File: src/rtl/clk_div_pkg.sv
// Shared types and helpers for the multi-channel clock divider.
package clk_div_pkg;

   localparam int unsigned DIV_W_DEF = 8;

   typedef logic [DIV_W_DEF-1:0] div_t;

   typedef struct packed {
      div_t cnt;
      div_t active;
      div_t pending;
      logic pend;
   } ch_state_t;

   // ceil(a/2) with one extra bit so the all-ones ratio cannot overflow
   function automatic logic [DIV_W_DEF:0] half_ceil(input div_t a);
      return ({1'b0, a} + (DIV_W_DEF+1)'(1)) >> 1;
   endfunction

endpackage

File: src/rtl/clk_div_channel.sv
// One divider channel: counter, deferred ratio load, bit-slip and registered
// square-wave / clock-enable outputs.
module clk_div_channel
   import clk_div_pkg::*;
#(
   parameter div_t DEFAULT_DIV = DIV_W_DEF'(4)
) (
   input  logic CLK_IN,
   input  logic RESET_N,
   input  logic SRESET,
   input  div_t div_value,
   input  logic div_load,
   input  logic bitslip,
   output logic clk_out,
   output logic ce_out,
   output div_t div_active,
   output logic load_pend
);

   ch_state_t st_q, st_d;
   logic      run_q, run_d;
   logic      clk_q, clk_d;
   logic      ce_q, ce_d;
   logic      wrap;
   logic      slip;

   // run_q idles the first edge after reset so the first pulse lands on the second edge
   always_comb begin
      st_d  = st_q;
      run_d = 1'b1;
      clk_d = 1'b0;
      ce_d  = 1'b0;
      wrap  = (st_q.active != '0) && (st_q.cnt == st_q.active - DIV_W_DEF'(1));
      slip  = bitslip && (st_q.active > DIV_W_DEF'(1));
      if (run_q) begin
         ce_d  = (st_q.active != '0) && (st_q.cnt == '0);
         clk_d = (st_q.active != '0) && ({1'b0, st_q.cnt} < half_ceil(st_q.active));
         if (SRESET || (st_q.active == '0) || (wrap && !slip)) begin
            st_d.cnt = '0;
            if (st_q.pend) begin
               st_d.active = st_q.pending;
               st_d.pend   = 1'b0;
            end
         end else if (!slip) begin
            st_d.cnt = st_q.cnt + DIV_W_DEF'(1);
         end
      end
      // a load on the apply edge is only captured; it waits for the next boundary
      if (div_load) begin
         st_d.pending = div_value;
         st_d.pend    = 1'b1;
      end
   end

   always_ff @(posedge CLK_IN) begin
      if (!RESET_N) begin
         st_q  <= '{cnt: '0, active: DEFAULT_DIV, pending: '0, pend: 1'b0};
         run_q <= 1'b0;
         clk_q <= 1'b0;
         ce_q  <= 1'b0;
      end else begin
         st_q  <= st_d;
         run_q <= run_d;
         clk_q <= clk_d;
         ce_q  <= ce_d;
      end
   end

   assign clk_out    = clk_q;
   assign ce_out     = ce_q;
   assign div_active = st_q.active;
   assign load_pend  = st_q.pend;

endmodule

File: src/rtl/clk_div_multi.sv
// Multi-channel programmable clock divider; one clk_div_channel per lane.
module clk_div_multi
   import clk_div_pkg::*;
#(
   parameter int unsigned NUM_CH      = 4,
   parameter int unsigned DIV_W       = DIV_W_DEF,
   parameter int unsigned DEFAULT_DIV = 4
) (
   input  logic                    CLK_IN,
   input  logic                    RESET_N,
   input  logic [NUM_CH*DIV_W-1:0] DIV_VALUE,
   input  logic [NUM_CH-1:0]       DIV_LOAD,
   input  logic [NUM_CH-1:0]       BITSLIP,
   input  logic                    SRESET,
   output logic [NUM_CH-1:0]       CLK_OUT,
   output logic [NUM_CH-1:0]       CE_OUT,
   output logic [NUM_CH*DIV_W-1:0] DIV_ACTIVE,
   output logic [NUM_CH-1:0]       LOAD_PEND
);

   // DIV_W must match the package channel width
   for (genvar i = 0; i < NUM_CH; i++) begin : g_ch
      clk_div_channel #(
         .DEFAULT_DIV (DIV_W_DEF'(DEFAULT_DIV))
      ) u_ch (
         .CLK_IN     (CLK_IN),
         .RESET_N    (RESET_N),
         .SRESET     (SRESET),
         .div_value  (DIV_VALUE[i*DIV_W +: DIV_W]),
         .div_load   (DIV_LOAD[i]),
         .bitslip    (BITSLIP[i]),
         .clk_out    (CLK_OUT[i]),
         .ce_out     (CE_OUT[i]),
         .div_active (DIV_ACTIVE[i*DIV_W +: DIV_W]),
         .load_pend  (LOAD_PEND[i])
      );
   end

endmodule

File: config.mk
export PLATFORM = sky130hd
export DESIGN_NAME = clk_div_multi
export DESIGN_NICKNAME = d
export VERILOG_FILES = /design/src/rtl/clk_div_pkg.sv /design/src/rtl/clk_div_channel.sv /design/src/rtl/clk_div_multi.sv
export SDC_FILE = /design/constraint.sdc
export NUM_CORES = 1
export LEC_CHECK = 0
export ABC_AREA = 1
export CAP_MARGIN = 20
export CORE_ASPECT_RATIO = 0.5
export CORE_UTILIZATION = 40
export DETAILED_ROUTE_END_ITERATION = 16
export PLACE_DENSITY = 0.64
export SLEW_MARGIN = 20
export SYNTH_ARGS = -nofsm -noshare
export SYNTH_HDL_FRONTEND = slang
export SYNTH_SLANG_ARGS = --single-unit
File: constraint.sdc
create_clock -name CLK_IN -period 2.29 [get_ports CLK_IN]
set_input_delay 0.458 -clock CLK_IN [delete_from_list [all_inputs] [get_ports CLK_IN]]
set_output_delay 0.458 -clock CLK_IN [all_outputs]
set_load 0.05 [all_outputs]
==> reports/metrics.yaml, run 1 <==
core-area_mm2: 0.01782
fin_area_mm2: 0.008683
synth_top_area_share_pct: 29.25
cts_tree: "yes"
clk_path_buf_depth: 2
p_leak_nw: 3.911
stdcell_count: 1374
end_kind: "primary output"
core.rowCount: 34
r2r_slack_ps: 160
die_w_um: 195.1
track_usage_pct: 19.66
drc: 0
drive_above_1_share_pct: 9.474
root_buffer: "clkbuf_16"
synth-seq-cells: 109
run_status: "complete, no violations"
p_int_mw: 3.337
start_kind: "flop"
crit_start: "g_ch[3].u_ch.div_active[2]"
clk_latency_ps: 350
period_share_pct: 97.88
ioPinCount: 87
cts-buffers-inserted: 9
pwr-share-comb_pct: 21.3
overflow: 0
slew_viol_final: 0
critPathMaxFanout: 6
cp_data_required_time_ps: 1830
p_sw_mw: 1.459
nets: 1226
avgSynthCellArea_um2: 6.826
grt_pass1_vias: 6295
grt_antenna_before_repair: 0
ir_drop_uv: 346.8
grt_pass1_wl_um: 30930
hpwl_um: 14380
io_buffers: 86
htree_levels: 3
place_area_mm2: 0.008283
first_iter_violations: 432
max_slew_margin_pct: 61.37
r2r_start: "g_ch[1].u_ch.div_active[1]"
via_per_inst: 4.876
tightest_slew_ps: 577.6
place.detailed.instances: 1357
arrival_ps: 1780
cts.sinks: 109
grt_max_degree: 59
swShare_pct: 30.43
die-area_mm2: 0.01924
n_antenna_cell: 0
seqPwrFrac_pct: 43.3
period_needed_ps: 2242
finalHoldViolCount: 0
skew_ps: 8.823
clk_pin_slew_worst_paths_ps: 70
wire_per_inst_um: 13.39
yosysTopAreaCell: "dfxtp_1"
ys_warn_count: 0
final.setup.tns_ps: 0
rr_worst_depth: 13
synth_area_leaders: "dfxtp_1 29%, nand2_1 11%, ha_1 8.0%"
clkPwrFrac_pct: 35.4
synth-seq-area-share_pct: 29.25
rr_endpoint: "g_ch[1].u_ch.div_active[6]"
die_y_um: 98.57
syn_nets: 1184
nFillCells: 1770
syn2layout_area_growth_pct: 16.38
globalplace.congestion: 0.9065
fmax_mhz: 446.1
crit_path_end: "DIV_ACTIVE[26]"
holdBufCountCts: 0
hold_path.class: "in2reg"
dr.pass1.iters: 5
synth_cells: 1093
path_class: "reg2out"
p_per_area_mw_per_mm2: 552.4
ant_nets: 0
synth_cell_types: 37
start_util_pct: 41.86
drv_cap: 0
setup_viol: 0
wirelength_um: 18390
vias: 6699
netlist_area_mm2: 0.007461
==> cell usage in the layout (no fill, tap or decap), types with 8 or more instances in the layout <==
| master | instances |
|---|---|
| xor2_1 | 33 |
| a21oi_1 | 58 |
| nor2_1 | 114 |
| inv_2 | 13 |
| dfxtp_1 | 105 |
| nor3_2 | 9 |
| buf_4 | 18 |
| nand2_2 | 12 |
| clkdlybuf4s50_1 | 82 |
| inv_1 | 153 |
| nand3_1 | 53 |
| xnor2_1 | 16 |
| clkbuf_16 | 9 |
| ha_1 | 46 |
| nor2_2 | 8 |
| nor4_1 | 8 |
| nand2_1 | 224 |
| nor3_1 | 24 |
| nand4_1 | 50 |
| o21ai_0 | 51 |
==> worst min-delay path by stage <==
stage / from / to / slack [ps] / cells after the start
after global placement: g_ch[0].u_ch.st_q[7] / g_ch[0].u_ch.st_q[7] / 440 / 2
final: RESET_N / g_ch[0].u_ch.div_active[6] / 440 / 3
after floorplan: g_ch[0].u_ch.st_q[8] / g_ch[0].u_ch.st_q[8] / 430 / 2
after detailed placement: g_ch[1].u_ch.st_q[5] / g_ch[1].u_ch.st_q[5] / 450 / 2
after CTS: RESET_N / g_ch[0].u_ch.div_active[6] / 430 / 3
after global routing: RESET_N / g_ch[0].u_ch.div_active[6] / 470 / 3
==> power by group through the flow <==
stage | Sequential, mW | Clock, mW | Combinational, mW
floorplan | 2.08 | 0 | 0.774
global placement | 2.12 | 0 | 0.997
detailed placement | 2.12 | 0 | 1.00
CTS | 2.08 | 1.74 | 1.01
global route | 2.09 | 1.82 | 1.13
finish | 2.08 | 1.70 | 1.02
==> registers in the layout, summed over array words and instances (netlist names) <==
register              cells
g_ch.u_ch.div_active     32
g_ch.u_ch.clk_out         4
g_ch.u_ch.load_pend       4
g_ch.u_ch.ce_out          4
g_ch.u_ch.run_q           1
g_ch.u_ch.st_q           64
==> kinds of logic after synthesis <==
kind of cell | after synthesis | share of synthesized area [%]
XOR/XNOR | 49 | 5.752
flip-flops | 109 | 29.25
buffers and inverters | 241 | 14.74
AND/OR/NAND/NOR | 526 | 33.81
AO/OA/AOI/OAI | 120 | 8.402
adder cells (fa/ha/maj) | 48 | 8.050
==> cells in the mapped netlist <==
master,number
xnor2_1,16
o21ai_0,51
clkinv_1,1
inv_2,13
ha_1,48
nand2_4,4
nand2_8,1
buf_1,11
nor3b_1,1
buf_6,2
nand3_2,4
nor2_8,1
nand4_1,50
o211ai_1,4
clkbuf_1,9
nand2_1,226
nor3_1,26
dfxtp_1,109
o21ai_1,1
nor2_4,5
o21ai_2,1
o21a_1,1
nand2_2,11
nand3_1,53
buf_4,46
nor4_4,1
nor4_1,9
nor2_1,114
nor3_2,7
buf_2,6
a21oi_1,58
xor2_1,33
nand3_4,4
nand4_2,1
a21boi_0,4
inv_1,153
nor2_2,8
==> metal layers <==
layer | track usage (%) | wire length (µm) | vias to the layer above
li1 | - | - | 3527
met2 | 31.35 | 7962 | 102
met5 | 0 | 0 | -
met4 | 4.179 | 191 | 0
met3 | 3.149 | 545 | 16
met1 | 27.92 | 9690 | 3054
==> final cells by class <==
cell class              count  area (µm²)  share of cell area, %
multi-input cells         743        4235                  48.78
flip-flops and latches    109        2187                  25.19
repair buffers            105        1017                  11.71
inverters                 167       626.9                  7.219
well taps                 234       292.8                  3.372
clock buffers              10       229.0                  2.637
clock inverters             6       95.09                  1.095
==> worst max-delay path: stages (launching register included) <==
cell and delay, ps:
dfxtp_1 470, buf_4 170, clkdlybuf4s50_1 800
==> metrics by stage <==
stage | setup WS [ps] | utilization [%] | hold WS [ps] | total power [mW]
2_1_floorplan | 373.4 | - | 430.0 | 2.858
3_3_place_gp | 127.2 | 46.47 | 443.8 | 3.116
3_5_place_dp | 47.92 | 46.47 | 447.2 | 3.125
4_1_cts | 20.28 | 48.29 | 426.2 | 4.824
5_1_grt | -19.30 | 48.72 | 469.7 | 5.047
6_report | 48.46 | 48.72 | 439.9 | 4.797
==> repair_timing <==
item,CTS,global route
setup buffers,0,1
gates resized for setup,0,16
endpoints found under the setup margin,0,46
Power figures use the tool's default switching activity.
==> inputs of run 2 (changes only) <==
--- a/config.mk
+++ b/config.mk
@@ -10,6 +10,7 @@
 export CORE_ASPECT_RATIO = 0.5
 export CORE_UTILIZATION = 40
 export DETAILED_ROUTE_END_ITERATION = 16
+export GPL_ROUTABILITY_DRIVEN = 1
 export PLACE_DENSITY = 0.64
 export SLEW_MARGIN = 20
 export SYNTH_ARGS = -nofsm -noshare
==> results of run 2 <==
Final layout, timing and power as in run 1 (identical DEF).
